===== src/rtl/jtframe_ps2_pkg.sv =====
// Shared scancode constants, receiver state encoding and key-index lookup
// for the PS/2 debug keyboard path.
package jtframe_ps2_pkg;

  localparam logic [7:0] SC_E0    = 8'hE0;
  localparam logic [7:0] SC_F0    = 8'hF0;
  localparam logic [7:0] SC_E1    = 8'hE1;
  localparam logic [7:0] SC_LSHFT = 8'h12;
  localparam logic [7:0] SC_RSHFT = 8'h59;
  localparam logic [7:0] SC_CTRL  = 8'h14;
  localparam logic [7:0] SC_PLUS  = 8'h79;
  localparam logic [7:0] SC_MINUS = 8'h7B;
  localparam logic [7:0] SC_RST   = 8'h7C;
  localparam logic [7:0] SC_F1    = 8'h05;
  localparam logic [7:0] SC_F2    = 8'h06;
  localparam logic [7:0] SC_F3    = 8'h04;
  localparam logic [7:0] SC_F4    = 8'h0C;
  localparam logic [7:0] SC_D1    = 8'h16;
  localparam logic [7:0] SC_D2    = 8'h1E;
  localparam logic [7:0] SC_D3    = 8'h26;
  localparam logic [7:0] SC_D4    = 8'h25;
  localparam logic [7:0] SC_D5    = 8'h2E;
  localparam logic [7:0] SC_D6    = 8'h36;
  localparam logic [7:0] SC_D7    = 8'h3D;
  localparam logic [7:0] SC_D8    = 8'h3E;

  typedef enum logic [1:0] {
    ST_IDLE   = 2'd0,
    ST_DATA   = 2'd1,
    ST_PARITY = 2'd2,
    ST_STOP   = 2'd3
  } rx_state_t;

  // Bit positions in the held-key register; K_NONE marks an unmapped code
  localparam int          NKEYS    = 19;
  localparam logic [4:0]  K_LSHIFT = 5'd0;
  localparam logic [4:0]  K_RSHIFT = 5'd1;
  localparam logic [4:0]  K_LCTRL  = 5'd2;
  localparam logic [4:0]  K_RCTRL  = 5'd3;
  localparam logic [4:0]  K_PLUS   = 5'd4;
  localparam logic [4:0]  K_MINUS  = 5'd5;
  localparam logic [4:0]  K_RST    = 5'd6;
  localparam logic [4:0]  K_GFX    = 5'd7;
  localparam logic [4:0]  K_DIG    = 5'd11;
  localparam logic [4:0]  K_NONE   = 5'd31;

  function automatic logic [4:0] key_idx(input logic [7:0] code, input logic ext);
    key_idx = K_NONE;
    if (ext) begin
      if (code == SC_CTRL) key_idx = K_RCTRL;
    end else begin
      case (code)
        SC_LSHFT: key_idx = K_LSHIFT;
        SC_RSHFT: key_idx = K_RSHIFT;
        SC_CTRL:  key_idx = K_LCTRL;
        SC_PLUS:  key_idx = K_PLUS;
        SC_MINUS: key_idx = K_MINUS;
        SC_RST:   key_idx = K_RST;
        SC_F1:    key_idx = K_GFX;
        SC_F2:    key_idx = K_GFX + 5'd1;
        SC_F3:    key_idx = K_GFX + 5'd2;
        SC_F4:    key_idx = K_GFX + 5'd3;
        SC_D1:    key_idx = K_DIG;
        SC_D2:    key_idx = K_DIG + 5'd1;
        SC_D3:    key_idx = K_DIG + 5'd2;
        SC_D4:    key_idx = K_DIG + 5'd3;
        SC_D5:    key_idx = K_DIG + 5'd4;
        SC_D6:    key_idx = K_DIG + 5'd5;
        SC_D7:    key_idx = K_DIG + 5'd6;
        SC_D8:    key_idx = K_DIG + 5'd7;
        default:  key_idx = K_NONE;
      endcase
    end
  endfunction

endpackage


===== src/rtl/jtframe_debug_keys_if.sv =====
// Byte bus from the PS/2 frame receiver to the scancode decoder.
interface jtframe_debug_keys_if;
  logic [7:0] data;
  logic       stb;
  logic       err;
  logic       par_err;

  modport master (output data, stb, err, par_err);
  modport slave  (input  data, stb, err, par_err);
endinterface


===== src/rtl/jtframe_ps2_rx.sv =====
// PS/2 device-to-host frame receiver: pin synchronisers, clock glitch filter,
// bit FSM, mid-frame timeout and parity/stop check.
module jtframe_ps2_rx
  import jtframe_ps2_pkg::*;
#(
  parameter int FILT    = 8,
  parameter int TIMEOUT = 50000
)(
  input  logic clk,
  input  logic rst_n,
  input  logic ps2_clk,
  input  logic ps2_data,
  jtframe_debug_keys_if.master rx
);

  localparam int FW = $clog2(FILT + 1);

  logic [1:0]    clk_s, dat_s;
  logic [FW-1:0] fcnt;
  logic          filt, fall;
  rx_state_t     st;
  logic [2:0]    bcnt;
  logic          par;
  logic [15:0]   tcnt;

  always_ff @(posedge clk or negedge rst_n) begin
    if (!rst_n) begin
      clk_s <= 2'b11;
      dat_s <= 2'b11;
    end else begin
      clk_s <= {clk_s[0], ps2_clk};
      dat_s <= {dat_s[0], ps2_data};
    end
  end

  // A new level is taken only after FILT consecutive cycles of disagreement
  always_ff @(posedge clk or negedge rst_n) begin
    if (!rst_n) begin
      filt <= 1'b1;
      fcnt <= '0;
    end else if (clk_s[1] == filt) begin
      fcnt <= '0;
    end else if (fcnt == FW'(FILT - 1)) begin
      filt <= clk_s[1];
      fcnt <= '0;
    end else begin
      fcnt <= fcnt + 1'b1;
    end
  end

  assign fall = filt & ~clk_s[1] & (fcnt == FW'(FILT - 1));

  always_ff @(posedge clk or negedge rst_n) begin
    if (!rst_n) begin
      st         <= ST_IDLE;
      bcnt       <= '0;
      par        <= 1'b0;
      tcnt       <= '0;
      rx.data    <= '0;
      rx.stb     <= 1'b0;
      rx.err     <= 1'b0;
      rx.par_err <= 1'b0;
    end else begin
      rx.stb     <= 1'b0;
      rx.err     <= 1'b0;
      rx.par_err <= 1'b0;
      if (fall) begin
        tcnt <= '0;
        case (st)
          ST_IDLE: if (!dat_s[1]) begin
            st   <= ST_DATA;
            bcnt <= '0;
          end
          ST_DATA: begin
            rx.data <= {dat_s[1], rx.data[7:1]};
            bcnt    <= bcnt + 1'b1;
            if (bcnt == 3'd7) st <= ST_PARITY;
          end
          ST_PARITY: begin
            par <= dat_s[1];
            st  <= ST_STOP;
          end
          default: begin
            st <= ST_IDLE;
            if (dat_s[1] && (^rx.data ^ par)) begin
              rx.stb <= 1'b1;
            end else begin
              rx.err     <= 1'b1;
              rx.par_err <= 1'b1;
            end
          end
        endcase
      end else if (st == ST_IDLE) begin
        tcnt <= '0;
      end else if (tcnt == 16'(TIMEOUT - 1)) begin
        rx.err <= 1'b1;
        st     <= ST_IDLE;
        tcnt   <= '0;
      end else begin
        tcnt <= tcnt + 1'b1;
      end
    end
  end

endmodule


===== src/rtl/jtframe_debug_keys.sv =====
// PS/2 scancode set 2 decoder producing held-key levels for the debug
// overlay; E0/F0 prefixes tracked as flags, E1 (Pause) bytes skipped.
module jtframe_debug_keys
  import jtframe_ps2_pkg::*;
#(
  parameter int FILT    = 8,
  parameter int TIMEOUT = 50000
)(
  input  logic       clk,
  input  logic       rst_n,
  input  logic       ps2_clk,
  input  logic       ps2_data,
  output logic       shift,
  output logic       ctrl,
  output logic       debug_plus,
  output logic       debug_minus,
  output logic       debug_rst,
  output logic [3:0] key_gfx,
  output logic [7:0] key_digit,
  output logic       byte_stb,
  output logic       frame_err
);

  jtframe_debug_keys_if bus();

  jtframe_ps2_rx #(.FILT(FILT), .TIMEOUT(TIMEOUT)) u_rx (
    .clk      (clk),
    .rst_n    (rst_n),
    .ps2_clk  (ps2_clk),
    .ps2_data (ps2_data),
    .rx       (bus.master)
  );

  logic             ext, brk;
  logic [2:0]       skip;
  logic [4:0]       idx;
  logic [NKEYS-1:0] keys, hit;

  assign idx = key_idx(bus.data, ext);

  always_comb begin
    hit = '0;
    for (int i = 0; i < NKEYS; i++) hit[i] = (idx == 5'(i));
  end

  // A bad frame drops any half-received prefix; a timeout leaves it intact
  always_ff @(posedge clk or negedge rst_n) begin
    if (!rst_n) begin
      ext  <= 1'b0;
      brk  <= 1'b0;
      skip <= '0;
      keys <= '0;
    end else if (bus.stb) begin
      if (skip != 3'd0) begin
        skip <= skip - 1'b1;
      end else if (bus.data == SC_E0) begin
        ext <= 1'b1;
      end else if (bus.data == SC_F0) begin
        brk <= 1'b1;
      end else if (bus.data == SC_E1) begin
        skip <= 3'd7;
      end else begin
        keys <= brk ? (keys & ~hit) : (keys | hit);
        ext  <= 1'b0;
        brk  <= 1'b0;
      end
    end else if (bus.par_err) begin
      ext <= 1'b0;
      brk <= 1'b0;
    end
  end

  assign shift       = keys[K_LSHIFT] | keys[K_RSHIFT];
  assign ctrl        = keys[K_LCTRL]  | keys[K_RCTRL];
  assign debug_plus  = keys[K_PLUS];
  assign debug_minus = keys[K_MINUS];
  assign debug_rst   = keys[K_RST];
  assign key_gfx     = keys[K_GFX +: 4];
  assign key_digit   = keys[K_DIG +: 8];
  assign byte_stb    = bus.stb;
  assign frame_err   = bus.err;

endmodule


===== config.mk =====
export PLATFORM = sky130hd
export DESIGN_NAME = jtframe_debug_keys
export DESIGN_NICKNAME = d
export VERILOG_FILES = /design/src/rtl/jtframe_ps2_pkg.sv /design/src/rtl/jtframe_debug_keys_if.sv /design/src/rtl/jtframe_ps2_rx.sv /design/src/rtl/jtframe_debug_keys.sv
export SDC_FILE = /design/constraint.sdc
export NUM_CORES = 1
export LEC_CHECK = 0
export CAP_MARGIN = 0
export CORE_ASPECT_RATIO = 0.75
export CORE_MARGIN = 5
export CORE_UTILIZATION = 51
export DETAILED_ROUTE_END_ITERATION = 8
export PLACE_DENSITY = 0.71
export SETUP_SLACK_MARGIN = 0.05
export SLEW_MARGIN = 20
export SYNTH_ARGS = -nofsm -noshare
export SYNTH_HDL_FRONTEND = slang
export SYNTH_SLANG_ARGS = --single-unit

===== constraint.sdc =====
create_clock -name clk -period 5.1 [get_ports clk]
set_clock_uncertainty 0.05 [all_clocks]
set_input_delay 1.02 -clock clk [delete_from_list [all_inputs] [get_ports clk]]
set_output_delay 1.02 -clock clk [all_outputs]
set_load 0.01 [all_outputs]

==> summary.md <==
| Metric | Value |
|---|---|
| Worst EP required | `5310 ps` |
| Worst path depth | `8` |
| Worst-margin pin slew | `708 ps` |
| Wire per inst | `14.8 um` |
| Cts-stage hold buffer count | `0` |
| CP max stage delay | `530 ps` |
| Final worst path period share | `54.3%` |
| CTS sink count | `66` |
| CTS Buf Count | `9` |
| DRC | `0` |
| Sequential area share after synthesis | `42.7%` |
| Nature of the critical path endpoint | `flop` |
| Resize count post-CTS | `0` |
| Buffers plus inverters on the worst setup path | `1` |
| Largest net degree at the start of global routing | `43` |
| # setup viols final | `0` |
| CTS tree | `built` |
| CP max-delay cell | `nor2b_1` |
| Post-layout util | `58.5%` |
| Slew HR | `51.5%` |
| Routed vias/inst | `5.60` |
| PD cells | `260 nW/um^2` |
| Clock share of power | `48.7%` |
| Hold crit path type | `reg -> reg` |
| Share of cells above drive strength 1 | `10.9%` |
| Fill cells | `661` |
| Tmin final | `2770 ps` |
| Post-synth EDFFs | `0` |
| Clock-pin slew on the worst setup and hold paths | `80 ps` |
| Final setup TNS | `0 ps` |
| Synth unique cells | `58` |
| First-pass DRT Iterations | `5` |
| Register area | `1660 sq um` |
| Top_reg_cell synth | `dfrtp_1` |
| Diode count | `0` |
| Syn-to-layout area delta | `10.9%` |
| Die Wd | `111 um` |
| Status | `finished, final reports clean` |
| Seq pwr share | `48.4%` |
| Root Buffer | `clkbuf_8` |
| Final net count | `430` |
| Total grt overflow | `0` |
| CTS H-tree depth | `3` |
| Number of global-route vias before repair | `2655` |
| Switching Share | `21.6%` |
| Fmax | `361 MHz` |
| Synth top cells by count | `dfrtp_1, nand2_1, inv_1, nor2_1, ha_1` |
| Yosys reg bits | `66` |
| Effective utilization at floorplan | `52.8%` |
| Synth warnings | `0` |
| Kind of critical path | `reg -> reg` |
| Final Hold Fails | `0` |
| RSZ-0062 raised after global routing | `false` |
| Dominant cell type by area after synthesis | `dfrtp_1` |
| CTS max path bufs | `2` |
| Max-slew violations | `0` |
| Syn nets | `423` |
| Dpl hpwl | `5.25 mm` |
| Int Pwr | `0.000879 W` |
| R2r setup slk | `2330 ps` |
| Worst Path Arrival | `2980 ps` |
| Crit-path max FO | `11` |
| First-pass GRT wire length | `13.2 mm` |
| Port bufs | `22` |
| Initial drt markers | `200` |
| CP startpoint kind | `flop` |
| CP Cell Sequence | `inv_1 > ha_1 > o2111ai_1 > nand3_1 > nor2b_1 > and3b_1 > nor3b_1 > mux2i_1` |
| Row count | `27` |
| FFs w/ async S/R, synth | `100%` |
| Pleak | `1.87 nW` |
| Gate power share | `2.9%` |
| CP top delay family | `simple AND/OR/NAND/NOR gates` |
| Max-Cap Viols | `0` |
| Later-pin clock latency in the skew report | `340 ps` |
| Top post-synthesis cells by area | `dfrtp_1, ha_1, mux2i_1, dfstp_2, nand2_1` |
| Top Ports | `23` |
| R2R depth | `8` |
| GRT Total Usage | `16.8%` |
| Initial antenna violation count | `0` |
| Critical Path Source | `u_rx.rx.data[1]$_DFFE_PN0P_` |
| Post-Synthesis Cells | `393` |
| Max IR drop VDD | `0.201 mV` |
| Die ar. | `9480 sq um` |
| Netlist Area Pre-Place | `3890 sq um` |
| Yosys top cell area share | `39.3%` |
| Via count | `2833` |
| Final ANT Viol Nets | `0` |
| NetSw | `0.000243 W` |
| Total routed wirelength | `7.50 mm` |
| GP Congestion | `0.963` |
| Vert. Die Dim | `85.6 um` |
| Top-count cell post-synth | `dfrtp_1` |
| Core area | `7360 sq um` |
| Avg Cell Area, Syn | `9.89 sq um` |
| Area of the multi-input gates | `1950 sq um` |
| Reg2reg start | `u_rx.rx.data[1]$_DFFE_PN0P_` |
| Setup Buffers After CTS | `0` |
==> metal layers <==
layer	wire [um]	track usage (%)	share of wire [%]	up-vias
li1	-	-	-	1384
met1	3850	24.2	51	1382
met2	3200	24.9	43	59
met3	354	4.37	4.7	8
met4	92	5.37	1.2	0
met5	0	0	0	-
==> layout by cell type (no fill, tap or decap), types with 10 or more instances in the layout <==
cell | netlist | routed
ha_1 | 26 | 26
mux2i_1 | 15 | 15
nand2_1 | 34 | 34
nor2_1 | 29 | 29
inv_1 | 29 | 29
nand4_1 | 10 | 10
xnor2_1 | 11 | 11
clkdlybuf4s50_1 | 0 | 21
nand3_1 | 19 | 19
o21ai_0 | 24 | 24
dfrtp_1 | 61 | 61
==> area by class of cell <==
type	instances	share of cell area, %
tap	101	2.93
clock inverter	7	2.87
inverter	29	2.52
timing repair buffer	23	5.17
sequential	66	38.5
clock buffer	9	2.87
multi-input combinational	271	45.2
==> power by group through the flow <==
stage	logic [W]	clock network, W	registers, W
after global placement	0.0000321	0	0.000553
final	0.0000320	0.000546	0.000543
after floorplan	0.0000168	0	0.000552
after global routing	0.0000390	0.000589	0.000545
after detailed placement	0.0000332	0	0.000553
after CTS	0.0000332	0.000560	0.000543
==> metrics by stage <==
stage	hold WS [ps]	power [W]	std cells	worst slack (ps)	cell area [sq um]
after floorplan	295	0.000569	393	2760	3890
after global placement	297	0.000585	490	2420	4060
after detailed placement	298	0.000586	490	2430	4060
after CTS	310	0.00114	506	2380	4310
after global routing	312	0.00117	506	2080	4310
final	308	0.00112	506	2330	4310
==> worst min-delay path by stage <==
stage,start,depth (start not counted),to
floorplan,u_rx.clk_s[0]$_DFF_PN1_,0,u_rx.clk_s[1]$_DFF_PN1_
global placement,u_rx.dat_s[0]$_DFF_PN1_,0,u_rx.dat_s[1]$_DFF_PN1_
detailed placement,u_rx.dat_s[0]$_DFF_PN1_,0,u_rx.dat_s[1]$_DFF_PN1_
CTS,u_rx.dat_s[0]$_DFF_PN1_,0,u_rx.dat_s[1]$_DFF_PN1_
global route,u_rx.dat_s[0]$_DFF_PN1_,0,u_rx.dat_s[1]$_DFF_PN1_
finish,u_rx.dat_s[0]$_DFF_PN1_,0,u_rx.dat_s[1]$_DFF_PN1_
==> cells by family (layout without fill, tap and decap cells) <==
| kind of cell | count (synthesis) | in the layout | synth area share (%) |
|---|---|---|---|
| AOI/OAI and AO/OA | 72 | 72 | 14.3 |
| and+or+nand+nor | 135 | 135 | 18.2 |
| muxes | 19 | 19 | 5.02 |
| adders and majority gates | 26 | 26 | 8.37 |
| xor gates and xnor gates | 19 | 19 | 4.28 |
| buffers and inverters | 56 | 68 | 7.21 |
| DFF | 66 | 66 | 42.7 |
(Power assumes the default switching activity.)
